<file path="src/rtl/pwm_shadow_gen_pkg.sv">
// Shared definitions for the double-buffered PWM generator.
package pwm_shadow_gen_pkg;

  // Default width of counter, period and duty.
  localparam int DEF_WIDTH = 16;

  // Shortest period the generator will run; shorter requests are raised to this.
  localparam int MIN_PERIOD = 2;

  // Generator state: IDLE holds the output inactive, RUN sweeps the counter.
  typedef enum logic {
    S_IDLE = 1'b0,
    S_RUN  = 1'b1
  } pwm_state_t;

endpackage

</file>
<file path="src/rtl/pwm_shadow_gen_cfg_shadow.sv">
// Configuration shadow: accepts (period, duty) over valid/ready, clamps the
// period, and holds the pair until the generator applies it at a boundary.
module pwm_cfg_shadow
  import pwm_shadow_gen_pkg::*;
#(
  parameter int WIDTH = DEF_WIDTH
) (
  input  logic             clk,
  input  logic             rst_n,
  input  logic             cfg_valid,
  output logic             cfg_ready,
  input  logic [WIDTH-1:0] cfg_period,
  input  logic [WIDTH-1:0] cfg_duty,
  input  logic             apply,
  output logic             pending,
  output logic [WIDTH-1:0] shadow_period,
  output logic [WIDTH-1:0] shadow_duty
);

  logic xfer;

  // Raise too-short periods to the minimum the counter can wrap on.
  function automatic logic [WIDTH-1:0] clamp_period(input logic [WIDTH-1:0] p);
    return (p < WIDTH'(MIN_PERIOD)) ? WIDTH'(MIN_PERIOD) : p;
  endfunction

  assign xfer = cfg_valid & cfg_ready;

  // Pending flag and its registered inverse; capture and apply never coincide
  // because capture needs ready (no pending) and apply needs pending.
  always_ff @(posedge clk) begin
    if (!rst_n) begin
      pending   <= 1'b0;
      cfg_ready <= 1'b1;
    end else if (xfer) begin
      pending   <= 1'b1;
      cfg_ready <= 1'b0;
    end else if (apply) begin
      pending   <= 1'b0;
      cfg_ready <= 1'b1;
    end
  end

  // Shadow data only changes on a transfer; it is meaningless until pending is set.
  always_ff @(posedge clk) begin
    if (xfer) begin
      shadow_period <= clamp_period(cfg_period);
      shadow_duty   <= cfg_duty;
    end
  end

endmodule

</file>
<file path="src/rtl/pwm_shadow_gen.sv">
// Double-buffered PWM generator: counter, active period/duty, compare and
// registered outputs. New settings take effect only at a period boundary.
module pwm_shadow_gen
  import pwm_shadow_gen_pkg::*;
#(
  parameter int WIDTH       = DEF_WIDTH,
  parameter int DEF_PERIOD  = 20000,
  parameter bit ACTIVE_HIGH = 1'b1
) (
  input  logic             clk,
  input  logic             rst_n,
  input  logic             enable,
  input  logic             cfg_valid,
  output logic             cfg_ready,
  input  logic [WIDTH-1:0] cfg_period,
  input  logic [WIDTH-1:0] cfg_duty,
  output logic             pwm_out,
  output logic             period_start,
  output logic [WIDTH-1:0] cnt
);

  localparam logic [WIDTH-1:0] ONE = WIDTH'(1);

  pwm_state_t       state, state_nxt;
  logic [WIDTH-1:0] act_period, act_duty;
  logic [WIDTH-1:0] act_period_nxt, act_duty_nxt, cnt_nxt;
  logic             apply, pending, run_nxt, ps_nxt, pwm_nxt;
  logic [WIDTH-1:0] shadow_period, shadow_duty;

  // Map the logical on-phase to the physical output level.
  function automatic logic drive_level(input logic on_phase);
    return on_phase ~^ ACTIVE_HIGH;
  endfunction

  pwm_cfg_shadow #(.WIDTH(WIDTH)) u_cfg_shadow (
    .clk           (clk),
    .rst_n         (rst_n),
    .cfg_valid     (cfg_valid),
    .cfg_ready     (cfg_ready),
    .cfg_period    (cfg_period),
    .cfg_duty      (cfg_duty),
    .apply         (apply),
    .pending       (pending),
    .shadow_period (shadow_period),
    .shadow_duty   (shadow_duty)
  );

  // Next-state, next counter and apply decision; the output compare uses the
  // next-state values so pwm_out, cnt and period_start line up in one cycle.
  always_comb begin
    state_nxt = state;
    cnt_nxt   = '0;
    apply     = 1'b0;
    run_nxt   = 1'b0;
    ps_nxt    = 1'b0;
    case (state)
      S_IDLE: begin
        // A pending pair is applied right away so the first period uses it.
        apply = pending;
        if (enable) begin
          state_nxt = S_RUN;
          run_nxt   = 1'b1;
          ps_nxt    = 1'b1;
        end
      end
      S_RUN: begin
        if (!enable) begin
          // Abandon the current period; any pending pair stays pending.
          state_nxt = S_IDLE;
        end else begin
          run_nxt = 1'b1;
          if (cnt == act_period - ONE) begin
            ps_nxt = 1'b1;
            apply  = pending;
          end else begin
            cnt_nxt = cnt + ONE;
          end
        end
      end
      default: state_nxt = S_IDLE;
    endcase
    act_period_nxt = apply ? shadow_period : act_period;
    act_duty_nxt   = apply ? shadow_duty   : act_duty;
    pwm_nxt        = run_nxt ? drive_level(cnt_nxt < act_duty_nxt) : drive_level(1'b0);
  end

  // State, counter, active settings and the registered outputs.
  always_ff @(posedge clk) begin
    if (!rst_n) begin
      state        <= S_IDLE;
      cnt          <= '0;
      act_period   <= WIDTH'(DEF_PERIOD);
      act_duty     <= '0;
      pwm_out      <= drive_level(1'b0);
      period_start <= 1'b0;
    end else begin
      state        <= state_nxt;
      cnt          <= cnt_nxt;
      act_period   <= act_period_nxt;
      act_duty     <= act_duty_nxt;
      pwm_out      <= pwm_nxt;
      period_start <= ps_nxt;
    end
  end

endmodule

</file>
<file path="config.mk">
export PLATFORM = sky130hd
export DESIGN_NAME = pwm_shadow_gen
export DESIGN_NICKNAME = d
export VERILOG_FILES = /design/src/rtl/pwm_shadow_gen_pkg.sv /design/src/rtl/pwm_shadow_gen_cfg_shadow.sv /design/src/rtl/pwm_shadow_gen.sv
export SDC_FILE = /design/constraint.sdc
export NUM_CORES = 1
export LEC_CHECK = 0
export CAP_MARGIN = 5
export CORE_AREA = 5 5 90 92
export CTS_BUF_LIST = sky130_fd_sc_hd__clkbuf_2
export DETAILED_ROUTE_END_ITERATION = 16
export DIE_AREA = 0 0 95 97
export PLACE_DENSITY = 0.81
export SYNTH_ARGS = -nofsm -noshare
export SYNTH_HDL_FRONTEND = slang
export SYNTH_SLANG_ARGS = --single-unit
</file>
<file path="constraint.sdc">
create_clock -name clk -period 4.05 [get_ports clk]
set_input_delay 0.81 -clock clk [delete_from_list [all_inputs] [get_ports clk]]
set_output_delay 0.81 -clock clk [all_outputs]
set_load 0.1 [all_outputs]
</file>
Word-level counts from Yosys, hierarchy flattened
Index checks and enable logic that the tools add are counted.

cells by class
  magnitude comparators = 2
  equal/unequal tests = 1
  reduce and logical (&&, ||, !) cells = 2
  add/sub/neg operators = 2
  multiplexer cells = 15
  bitwise operators = 2

operators with widths
  operator                                             number
  two-way mux 16 bit                                   4
  adder 16 x 1 -> 16 bit, second input constant        1
  equality test 16 bit                                 1
  < comparator 16 bit                                  1
  < comparator 16 x 2 -> 1 bit, second input constant  1
  subtractor 16 x 1 -> 16 bit, second input constant   1
  two-way mux 1 bit                                    9
  one-hot mux 1 bit (2 select lines)                   2
  AND reduction 2 bit                                  1
  nonzero test 2 bit                                   1
  AND 1 bit                                            1
  NOT 1 bit                                            1

storage, ports and cells
  input port bits = 36
  output and inout port bits = 19
  bits in registers = 85
  word-level logic and storage cells = 34

Logic depth before layout (Yosys ltp)
  depth after elaboration = 7
  depth in mapped cells = 18
  gate-level depth less buffers = 17

Modules after synthesis
A second synthesis with hierarchy kept.

unflattened totals
  cell total of the unflattened synthesis = 442
  area, all modules = 4,376.7 µm²

by module, submodules not included
  module          sequential area each (µm²)  times used  cells an instance  area an instance (µm²)
  pwm_shadow_gen  1,021.0                     1           382                3,229.3
  pwm_cfg_shadow  1,001.0                     1           60                 1,147.4

Least setup slack after synthesis
Ideal clock, no wire load.

  kind = register to register
  start point = reg cnt[5]
  end point = reg pwm_out
  path slack = -121 ps
  stages on the path, launching flop included = 18
  arrival time = 4,101 ps
  buffers on the path = 2
  period minus slack after synthesis = 4,171 ps
  required time = 3,980 ps
  library setup time = 70 ps
  cell sequence = dfxtp_1 > clkbuf_1 > xor2_1 > a211oi_1 > a41oi_2 > a2111oi_2 > and4_4 > a32oi_4 > buf_6 > mux2i_1 > ha_1 > a21o_1 > a21o_1 > a21oi_1 > nor2_1 > a2111oi_0 > o21ai_0 > a21oi_1

between the ends
  cells in the longest elaborated chain, start to end = 6
  elaborated cells on any way between the ends = 10
  classes of those cells = add/sub (1); order compare (1); eq/ne (1); mux (7)

RTL lines
  item                                                            line                   RTL
  start: declaration                                              pwm_shadow_gen.sv:19   output logic [WIDTH-1:0] cnt
  start signal: assignment                                        pwm_shadow_gen.sv:98   cnt <= cnt_nxt;
  branches (longest 5 deep; another with adder 16 x 1 -> 16 bit)  n/a
  < comparator 16 bit (*)                                         pwm_shadow_gen.sv:84   pwm_nxt = run_nxt ? drive_level(cnt_nxt < act_duty_nxt) : drive_level(1'b0);
  end signal: assignment                                          pwm_shadow_gen.sv:94   pwm_out <= drive_level(1'b0);
  end signal: assignment                                          pwm_shadow_gen.sv:101  pwm_out <= pwm_nxt;
  end: declaration                                                pwm_shadow_gen.sv:17   output logic pwm_out,

Every way passes the cells marked *.
A chain may end at the register's enable or synchronous reset.

Worst setup path after layout
  start point = reg act_period[5]
  end point = reg pwm_out

between the ends
  cells in the longest elaborated chain, start to end = 7
  elaborated cells on any way between the ends = 10
  classes of those cells = add/sub (1); order compare (1); eq/ne (1); mux (7)

RTL lines
  item                                line                  RTL
  start: declaration                  pwm_shadow_gen.sv:25  logic [WIDTH-1:0] act_period, act_duty;
  start signal: assignment            pwm_shadow_gen.sv:92  act_period <= WIDTH'(DEF_PERIOD);
  start signal: assignment            pwm_shadow_gen.sv:99  act_period <= act_period_nxt;
  subtractor 16 x 1 -> 16 bit (*)     pwm_shadow_gen.sv:72  if (cnt == act_period - ONE) begin
  equality test 16 bit (*)            pwm_shadow_gen.sv:72
  two-way mux 1 bit                   pwm_shadow_gen.sv:72
  two-way mux 1 bit                   pwm_shadow_gen.sv:67  if (!enable) begin
  one-hot mux 1 bit (2 select lines)  pwm_shadow_gen.sv:56  case (state)
  two-way mux 16 bit                  pwm_shadow_gen.sv:83  act_duty_nxt = apply ? shadow_duty : act_duty;
  < comparator 16 bit (*)             pwm_shadow_gen.sv:84

Every way passes the cells marked *; elsewhere a longest branch is shown, timed or not.

==> impl_metrics.tcl <==
set metrics [dict create \
    status "finished, final reports clean" \
    cts_buffer_depth 2 \
    cts_sinks 85 \
    dr_total_vias 2948 \
    grt_pass1_vias 2834 \
    swShare_pct 28.1 \
    synthesis.area_sq_um 3950 \
    place_area_sq_um 4560 \
    layout.area.seq_sq_um 2040 \
    final_area_sq_um 4880 \
    drt_iter0_drc 216 \
    ys_types 48 \
    synth_most_common_cell "nor2_1" \
    initial_core_util_pct 55.3 \
    vdd_drop_max_uv 257 \
    syn_nets 419 \
    ys_seq_elements 85 \
    slew_headroom_pct 34.6 \
    p_comb_share_pct 16.3 \
    cts_root_buf "clkbuf_2" \
    cp_max_fo 8 \
    fin_crit_sh_pct 94.1 \
    synth_area_per_cell_sq_um 10.8 \
    num_io_pins 55 \
    crit_type "reg2reg" \
    dp_cells 503 \
    r2r_end "pwm_out" \
    antennaDiodeCount 0 \
    cts_tree "built" \
    synth_seq_area_share_pct 51.3 \
    postRouteWirelength_microns 8790 \
    startpoint_type "flop" \
    setup.worst_path.start "act_period[5]" \
    path_cells "nor3_4, xnor2_1, a41oi_2, a2111oi_4, and4_4, a32oi_4, buf_6, buf_6, mux2i_4, ha_1, a21o_1, a21oi_2, nor3_2, a2111oi_2, o21ai_1, a21oi_1" \
    tightestPinTransition_ps 978 \
    die_x_microns 95 \
    finish.utilization_pct 68.4 \
    fin_total_pwr_mw 1.59 \
    cts_hold_buffers 0 \
    p_clk_share_pct 22.8 \
    synth_area_leaders "dfxtp_1 (27%), edfxtp_1 (24%), mux2i_1 (8.1%), nor2_1 (6.6%), ha_1 (5.4%)" \
    maxCapViolations 0 \
    die_area_sq_um 9220 \
    syn_to_final_growth_pct 23.8 \
    fin_nets 479 \
    postRouteAntennaNets 0 \
    timing.rr.start "act_period[5]" \
    synth_flop_cell "dfxtp_1" \
    p_leak_nw 1.94 \
    cp.arrival_ps 4290 \
    hpwlAfterDp_microns 6260 \
    asyncSetResetFlopFracSynth_pct 0 \
    synth_top_cell_by_area "dfxtp_1" \
    slowest_delay_ps 460 \
    grt_max_degree 35 \
    drc 0 \
    synth_commonest_cells "nor2_1 (69), dfxtp_1 (53), edfxtp_1 (32), mux2i_1 (32), xor2_1 (20)" \
    antenna_found_initial 0 \
    netlist.area_leader.share_pct 26.9 \
    netlist_instances 366 \
    power.density_nw_per_um2 325 \
    fp.dieH_microns 97 \
    finalNonFillerCells 530 \
    layout-drive-gt1-share_pct 15.1 \
    skew_ps 20.4 \
    track_usage_pct 19.5 \
    grt_pass1_wl_microns 14000 \
    core_area_sq_um 7140 \
    htreeDepth 3 \
    min-delay-path-class "reg2reg" \
    globalRouteOverflowTotal 0 \
    crit_path_end_kind "flop" \
    gp_congestion 0.898 \
    cp_common_cell "buf_6" \
    sequentialPowerShare_pct 60.8 \
    required_ps 4530 \
    viasPerCell 5.56 \
    slowest_stage "dfxtp_1" \
    rows 31 \
    multi_input_area_sq_um 1920 \
    ff2ff_path_depth 16 \
    post-route-min-period_ps 3810 \
    p_switching_mw 0.446 \
    insertion_delay_ps 540 \
    worst_setup_path_endpoint "pwm_out" \
    fin_tns_setup_ps 0 \
    fillers 555 \
    hold_viol 0 \
    clk_pin_slew_ps 220 \
    synth-edff-count 32 \
    setup_viol 0 \
    reg2reg_slack_ps 240 \
    dr.pass1.iters 4 \
    drv_slew 0 \
    p_int_mw 1.14 \
    wl_per_cell_microns 16.6 \
    cts_buffers 9 \
    ys_warn_count 0 \
    fmax_mhz 262 \
    portBuffers 54 \
]
-- power by group through the flow --
stage	clock network, mW	logic [mW]	registers, mW
final	0.363	0.260	0.966
after CTS	0.369	0.225	0.964
after floorplan	0	0.136	0.991
after global placement	0	0.215	0.980
after global routing	0.408	0.281	0.972
after detailed placement	0	0.223	0.982
-- logic make-up (layout without fill, tap and decap cells) --
family / after synthesis / in the layout / share of synthesized area, %
muxes: 32 / 32 / 8.12
DFF: 85 / 85 / 51.3
AOI/OAI and AO/OA: 29 / 29 / 5.99
and+or+nand+nor: 138 / 139 / 18.1
buffers and inverters: 30 / 94 / 3.39
adders and majority gates: 17 / 17 / 5.39
xor gates and xnor gates: 35 / 35 / 7.77
-- worst max-delay path, delay by kind of cell, from the launching register on --
kind	cells	cell delay, ps
AO/OA/AOI/OAI	8	1580
XOR/XNOR	1	180
adder cells (fa/ha/maj)	1	310
buffers and inverters	2	300
flip-flops	1	460
multiplexers	1	180
AND/OR/NAND/NOR	3	740
-- placed cells by master (no fill, tap or decap), types with 3 or more instances in the layout --
master and instances:
mux2i_1 27, nand4_1 9, clkbuf_2 11, dfxtp_4 3, mux2i_2 3, clkdlybuf4s50_1 54, inv_1 4, nor4_1 5
xor2_1 20, a21oi_1 4, a21o_1 5, nor3_1 6, dfxtp_1 48, and3_1 7, nand2_1 10, nand3_1 10
and2_1 3, nor2_1 69, buf_4 14, nor2b_1 3, edfxtp_1 32, ha_1 14, xnor2_1 15
-- sequential cells by signal (all words and copies together) (netlist names), 16 cells and up --
| name | count |
|---|---|
| act_period | 16 |
| u_cfg_shadow.shadow_period | 16 |
| u_cfg_shadow.shadow_duty | 16 |
| act_duty | 16 |
| cnt | 16 |
-- final cells by class --
cell class	instances	area share, %
Clock inverter	5	0.564
Tap cell	99	2.54
Multi-Input combinational cell	252	39.4
Timing Repair Buffer	71	14.1
Sequential cell	85	41.7
Clock buffer	11	1.13
Inverter	7	0.589
-- timing repair --
item,CTS,global route
hold endpoints to repair,0,0
pin swaps,0,16
endpoints found under the setup margin,1,1
cloned,0,1
setup buffers,0,10
gates resized for setup,1,35
-- metrics by stage --
step	hold slack, ps	worst slack (ps)
final	495	240
after global routing	544	-85.8
after CTS	495	60.8
after detailed placement	450	17.8
after global placement	440	180
after floorplan	434	18.1
-- worst min-delay path by stage --
| stage | cells after the start | slack, ps | start | end |
|---|---|---|---|---|
| 2_1_floorplan | 2 | 430 | u_cfg_shadow.shadow_period[10] | act_period[10] |
| 3_3_place_gp | 2 | 440 | u_cfg_shadow.shadow_period[10] | act_period[10] |
| 3_5_place_dp | 2 | 450 | u_cfg_shadow.shadow_period[11] | act_period[11] |
| 4_1_cts | 2 | 500 | u_cfg_shadow.shadow_period[5] | act_period[5] |
| 5_1_grt | 2 | 540 | u_cfg_shadow.shadow_period[1] | act_period[1] |
| 6_report | 2 | 490 | u_cfg_shadow.shadow_period[5] | act_period[5] |
-- layer usage --
layer	up-vias	track usage, %	wire length (microns)
met5	-	0	0
met4	0	8.66	176
met3	18	4.19	445
met2	79	29.2	4240
met1	1439	27.0	3930
li1	1412	-	-
Power figures use the tool's default switching activity.
